### config.mk
export PLATFORM = sky130hd
export DESIGN_NAME = plic_port_arbiter
export DESIGN_NICKNAME = d
export VERILOG_FILES = /design/src/rtl/plic_pkg.sv /design/src/rtl/plic_port_arbiter_rr_pick.sv /design/src/rtl/plic_port_arbiter.sv
export SDC_FILE = /design/constraint.sdc
export NUM_CORES = 1
export LEC_CHECK = 0
export ABC_AREA = 1
export CORE_MARGIN = 1
export CORE_UTILIZATION = 39
export DETAILED_ROUTE_END_ITERATION = 6
export PLACE_DENSITY_LB_ADDON = 0.15
export SLEW_MARGIN = 30
export SYNTH_ARGS = -nofsm -noshare
export SYNTH_HDL_FRONTEND = slang
export SYNTH_SLANG_ARGS = --single-unit
### constraint.sdc
create_clock -name CLK -period 1.35 [get_ports CLK]
set_input_delay 0.27 -clock CLK [delete_from_list [all_inputs] [get_ports CLK]]
set_output_delay 0.27 -clock CLK [all_outputs]
set_load 0.05 [all_outputs]
### src/rtl/plic_pkg.sv
// Shared definitions for the PLIC register-port arbiter and its bench.
// FSM encodings plus the PLIC context-0 offsets used to exercise claims.
package plic_pkg;

  typedef enum logic [1:0] {
    S_IDLE  = 2'd0,
    S_ISSUE = 2'd1,
    S_RESP  = 2'd2
  } arb_state_t;

  localparam logic [31:0] PLIC_CLAIM_BASE = 32'h0020_0004;
  localparam logic [31:0] PLIC_CTX_STRIDE = 32'h0000_1000;

endpackage

### src/rtl/plic_port_arbiter_rr_pick.sv
// Combinational round-robin priority encoder: search starts at last+1 and wraps.
// Zero latency; no backpressure, vld simply drops when no request is present.
module rr_pick #(
  parameter int N  = 2,
  parameter int IW = 1
) (
  input  logic [N-1:0]  req,
  input  logic [IW-1:0] last,
  output logic          vld,
  output logic [IW-1:0] idx
);

  logic [IW-1:0] k;

  always_comb begin
    vld = 1'b0;
    idx = '0;
    k   = '0;
    for (int i = 1; i <= N; i++) begin
      k = IW'((int'(last) + i) % N);
      if (!vld && req[k]) begin
        vld = 1'b1;
        idx = k;
      end
    end
  end

endmodule

### src/rtl/plic_port_arbiter.sv
// Round-robin sharing of the single PLIC MMIO port between N_REQ requesters.
// Request sampled in IDLE -> ISSUE next cycle -> o_ack after; losers wait with i_req held.
module plic_port_arbiter
  import plic_pkg::*;
#(
  parameter int N_REQ    = 2,
  parameter int W_OFFSET = 30
) (
  input  logic                  CLK,
  input  logic                  RST,
  input  logic [N_REQ-1:0]      i_req,
  input  logic [N_REQ-1:0]      i_we,
  input  logic [N_REQ*W_OFFSET-1:0] i_offset,
  input  logic [N_REQ*32-1:0]   i_wdata,
  output logic [N_REQ-1:0]      o_ack,
  output logic [31:0]           o_rdata,
  output logic                  o_busy,
  output logic [W_OFFSET-1:0]   w_offset,
  output logic                  w_we,
  output logic [31:0]           w_wdata,
  output logic                  w_re,
  input  logic [31:0]           w_rdata
);

  localparam int IW = (N_REQ > 1) ? $clog2(N_REQ) : 1;

  arb_state_t          state, state_nxt;
  logic [IW-1:0]       r_last, r_idx;
  logic                r_we;
  logic [W_OFFSET-1:0] r_off;
  logic [31:0]         r_wd;
  logic                pick_vld;
  logic [IW-1:0]       pick_idx;

  rr_pick #(
    .N  (N_REQ),
    .IW (IW)
  ) u_rr_pick (
    .req  (i_req),
    .last (r_last),
    .vld  (pick_vld),
    .idx  (pick_idx)
  );

  always_comb begin
    state_nxt = state;
    case (state)
      S_IDLE:  if (pick_vld) state_nxt = S_ISSUE;
      S_ISSUE: state_nxt = S_RESP;
      S_RESP:  state_nxt = S_IDLE;
      default: state_nxt = S_IDLE;
    endcase
  end

  always_ff @(posedge CLK) begin
    if (RST) begin
      state  <= S_IDLE;
      r_last <= IW'(N_REQ - 1);
      r_idx  <= '0;
      r_we   <= 1'b0;
      r_off  <= '0;
      r_wd   <= '0;
    end else begin
      state <= state_nxt;
      // The whole request is captured once; later changes on the inputs are ignored.
      if (state == S_IDLE && pick_vld) begin
        r_last <= pick_idx;
        r_idx  <= pick_idx;
        r_we   <= i_we[pick_idx];
        r_off  <= i_offset[int'(pick_idx)*W_OFFSET +: W_OFFSET];
        r_wd   <= i_wdata[int'(pick_idx)*32 +: 32];
      end
    end
  end

  // RST gates the strobes immediately so a reset in ISSUE never reaches the PLIC.
  always_comb begin
    w_offset = '0;
    w_wdata  = '0;
    w_we     = 1'b0;
    w_re     = 1'b0;
    o_ack    = '0;
    o_rdata  = '0;
    if (!RST) begin
      case (state)
        S_ISSUE: begin
          w_offset = r_off;
          w_wdata  = r_wd;
          w_we     = r_we;
          w_re     = !r_we;
        end
        S_RESP: begin
          o_ack[r_idx] = 1'b1;
          o_rdata      = r_we ? 32'h0 : w_rdata;
        end
        default: ;
      endcase
    end
  end

  assign o_busy = (state != S_IDLE);

endmodule
### Word level (Yosys, flattened, before mapping)

Cells that the tools add are included.
W data, S select, Z words.

* bits in registers: 67
* output and inout port bits: 99
* logic and storage cells: 53
* bits of input ports: 162

* add/sub/neg operators: 2
* reduce and logical (&&, ||, !) cells: 7
* multipliers: 1
* multiplexer cells: 27
* equality and inequality tests: 3
* magnitude comparators: 5
* shifts and indexed selects: 2

Operator list (number)
* $mux W32: 5
* $shiftx A64 B7 Y32: 1
* $mux W30: 2
* $shiftx A60 B7 Y30: 1
* $mux W1: 15
* $lt A1 B2 Y1 const B: 4
* $mux W2: 3
* $mul A1 B4 Y5 const B: 1
* $pmux W2 S2: 1
* $logic_and A1 B1 Y1: 3
* $add A1 B1 Y1 const B: 2
* $eq A2 B1 Y1 const B: 1
* $eq A2 B2 Y1 const B: 1
* $logic_not A1 Y1: 2
* $logic_not A2 Y1: 1
* $ne A2 B2 Y1 const B: 1
* $reduce_bool A2 Y1: 1
* $demux W1 S1: 1
* $ge A1 B1 Y1 const B: 1

### Depth between registers and ports, before layout

Gate-level depths: netlist (run 1).

* depth after elaboration: 9
* gate-level depth with buffers: 7
* depth with buffers taken out: 6

### Hierarchy

From an unflattened synthesis (run 1), not the netlist that was laid out.

* cells, all modules: 736
* area, all modules: 4169.0 µm²

By module, submodules not included
* plic_port_arbiter: cells an instance 733, sequential area each 1341.3 µm², times used 1, area an instance 4154.0 µm²
* rr_pick: cells an instance 3, sequential area each 0.0 µm², times used 1, area an instance 15.0 µm²

### Worst setup path before layout (run 1)

Ideal clock, no wire load.

* path kind: register -> output
* start point: register state[0]
* end point: output o_rdata[10]
* path buffers: 1
* arrival time: 1.892 ns
* required time: 1.080 ns
* stages on the path, launching flop included: 5
* slack: -0.812 ns
* cell sequence: dfxtp_1 -> inv_1 -> nand2_1 -> clkbuf_1 -> nor3b_1

* word-level cells in the longest chain between the ends: 3

RTL lines
* start: declaration: line plic_port_arbiter.sv:27 `arb_state_t state, state_nxt;`
* start signal: assignment: line plic_port_arbiter.sv:64 `state <= state_nxt;`
* $eq A2 B2 Y1: line plic_port_arbiter.sv:85 `case (state)`
* $mux W32: line plic_port_arbiter.sv:85
* $mux W32: line plic_port_arbiter.sv:84 `if (!RST) begin`
* end: declaration: line plic_port_arbiter.sv:16 `output logic [31:0] o_rdata,`

Every way passes these cells.

### Worst setup path in the final report (run 1)

* start point: register state[0]
* end point: output o_rdata[26]

The elaborated chain is that of the path after synthesis.

==> results of run 1 <==
## power by group
group	switching, W	internal [W]	total [W]
clock	0.000966	0.00145	0.00241
sequential	0.0000812	0.00221	0.00229
combinational	0.00183	0.00152	0.00335
total	0.00288	0.00517	0.00806
## sequential cells by signal (all words and copies together), names as in the netlist
signal,count
r_idx,1
r_last,1
r_off,30
r_wd,32
r_we,1
state,2
## layer usage
metal  wire length, µm  up-vias  global-route usage [%]  share of wire (%)
li1                  -     2849                       -                  -
met1              7370     2855                    34.5                 34
met2             11200      372                    58.9                 52
met3              1970       95                    9.34                9.1
met4              1200        0                    18.5                5.5
met5                 0        -                       0                  0
## metrics by stage
step	power, W	utilization (%)	hold WS [ns]	cells
2_1_floorplan	0.00394	-	0.335	749
3_3_place_gp	0.00505	82.6	0.492	1124
3_5_place_dp	0.00513	82.6	0.507	1124
4_1_cts	0.00779	89.7	0.407	1152
5_1_grt	0.00836	92.0	0.449	1163
6_report	0.00806	92.0	0.438	1163
## cells in the mapped netlist (all sizes together)
cell | instances | share of area [%]
inv | 67 | 5.7
clkbuf | 26 | 2.2
a21oi | 1 | 0.11
a21boi | 63 | 11
nand2 | 196 | 17
o21ai | 1 | 0.11
dfxtp | 67 | 30
nor2 | 195 | 17
nor3b | 33 | 5.6
nand3 | 65 | 7.4
buf | 34 | 4.3
nor3 | 1 | 0.11
## timing repair
item,4_1_cts,5_1_grt
pin swaps,10,11
gates resized for setup,61,25
buffers inserted,6,5
cloned,6,8
endpoints found under the setup margin,122,164
## how the worst min path moves through the flow
stage	cells past startpoint	slack, ns	start	endpoint
6_report	3	0.44	RST	state[0]
3_5_place_dp	2	0.51	r_idx	r_idx
3_3_place_gp	2	0.49	r_last	r_last
2_1_floorplan	1	0.33	RST	state[0]
5_1_grt	3	0.45	RST	state[0]
4_1_cts	3	0.41	RST	state[0]
## worst max-delay path, stage by stage (launching register included)
cell and delay (ns):
dfxtp_2 0.32, inv_2 0.08, buf_6 0.12, nand2_8 0.10, buf_12 0.17, nor3b_4 0.26
buf_12 0.18
## final cells by class
type / count / area (µm²) / share of cell area, %
Antenna cell: 1 / 2.50 / 0.0249
Clock buffer: 9 / 225 / 2.24
Clock inverter: 7 / 76.3 / 0.759
Inverter: 67 / 251 / 2.50
Multi-Input combinational cell: 556 / 3490 / 34.7
Sequential cell: 67 / 1340 / 13.4
Tap cell: 140 / 175 / 1.74
Timing Repair Buffer: 316 / 4490 / 44.7
## kinds of logic (layout without fill, tap and decap cells)
family | after synthesis | count (layout)
DFF | 67 | 67
AOI/OAI and AO/OA | 65 | 65
other | 0 | 1
and+or+nand+nor | 490 | 491
buffers and inverters | 127 | 399
==> impl_metrics.py, run 1 <==
metrics = {
    "pwr": {
        "p_leak_nw": 4.29,
        "max-vdd-ir-drop_v": 0.000720,
        "p_per_area_nw_per_um2": 801,
    },
    "worst_setup_path": {
        "r2r_start": "state[0]",
        "worst_setup_path_end_kind": "output pin",
        "crit_path_end": "o_rdata[26]",
        "rr_worst_depth": 8,
        "crit_type": "register to output pin",
        "crit_start": "state[0]",
        "cp_data_arrival_time_ns": 1.57,
        "startpoint_type": "register",
        "required_ns": 1.08,
        "r2r_slack_ns": -0.31,
        "r2r_end": "r_off[0]",
        "cp_max_fo": 6,
    },
    "placement": {
        "place_hpwl_mm": 12.4,
        "dp_slack_ns": -0.510,
        "port_buffers": 260,
        "placed_area_um2": 9030,
        "routabilityCongestion": 0.829,
    },
    "synth": {
        "synth_top_family_by_area": "simple AND/OR/NAND/NOR gates",
        "seq_area_frac_synth_pct": 30.4,
        "synth_mux_area_share_pct": 0,
        "yosys_warnings": 0,
        "synthAdderAreaFrac_pct": 0,
        "synthXorXnorAreaFrac_pct": 0,
        "ys_ff_latch": 67,
        "syn-num-nets": 911,
        "synthCells": 749,
        "synthesis.area_um2": 4420,
        "syn_avg_cell_area_um2": 5.90,
        "synth-simple-area-share_pct": 46.5,
        "synth-compound-area-share_pct": 10.9,
        "synth_cell_types": 17,
    },
    "cts": {
        "postCtsHoldBufs": 0,
        "insertion_delay_ns": 0.33,
        "clk_path_buf_depth": 2,
        "clk_pin_slew_worst_paths_ns": 0.06,
        "cts_tree": "yes",
        "htreeDepth": 3,
        "cts_root_buffer": "clkbuf_16",
        "cts_sinks": 67,
        "cts_made_buffers": 9,
    },
    "timing": {
        "slew-limit-headroom_pct": 69.8,
        "grt_setup_unrepaired": "yes",
        "worst_pin_slew_ns": 0.453,
        "finalHoldViolCount": 0,
        "fmax_mhz": 545,
        "setup_ws_ns": -0.486,
        "fin_setup_tns_ns": -57.16,
        "period_share_pct": 136,
        "maxSlewViolCount": 0,
        "setup_violations": 165,
        "post-route-min-period_ns": 1.84,
        "skew_ns": 0.00606,
    },
    "die": {
        "dieWidth_um": 108,
        "die_h_um": 108,
        "boundaryPins": 261,
        "initial_core_util_pct": 40.4,
        "core_um2": 10900,
        "dieArea_um2": 11800,
        "rows": 38,
    },
    "final_layout": {
        "synthToLayoutAreaGrowth_pct": 128,
        "final_common_cell": "nand2_1",
        "fillers": 440,
        "fin_area_um2": 10100,
        "final_nets": 1179,
        "most-common-layout-cells": "nand2_1, clkdlybuf4s50_1, nor2_1, buf_12, nor2_4",
        "drive_gt1_share_pct": 28.1,
    },
    "drt": {
        "drt_first_pass_iters": 5,
        "ant_nets": 0,
        "vias_per_cell": 5.31,
        "vias": 6171,
        "wl_per_cell_um": 18.7,
        "routed_wl_mm": 21.8,
        "drc": 0,
        "dr.first_iter.drc_count": 456,
    },
    "global_route": {
        "overflow": 0,
        "grt_pass1_vias": 5653,
        "grt_max_degree": 68,
        "grt_pass1_wl_mm": 29.6,
        "grt_use_total_pct": 32.9,
        "antenna_found_initial": 1,
    },
    "run_status": {
        "violations": "negative setup slack",
        "status": "finished, violations left",
    },
    "job": {
        "maxCapViolations": 0,
    },
    "min_path": {
        "hp-class": "input pin to register",
    },
}
(Power assumes the default switching activity.)
==> run 2, diff against run 1 <==
Settings changed: GPL_TIMING_DRIVEN from default to 1.
==> results of run 2 <==
The final DEF is identical to that of run 1; final timing and power are the same.
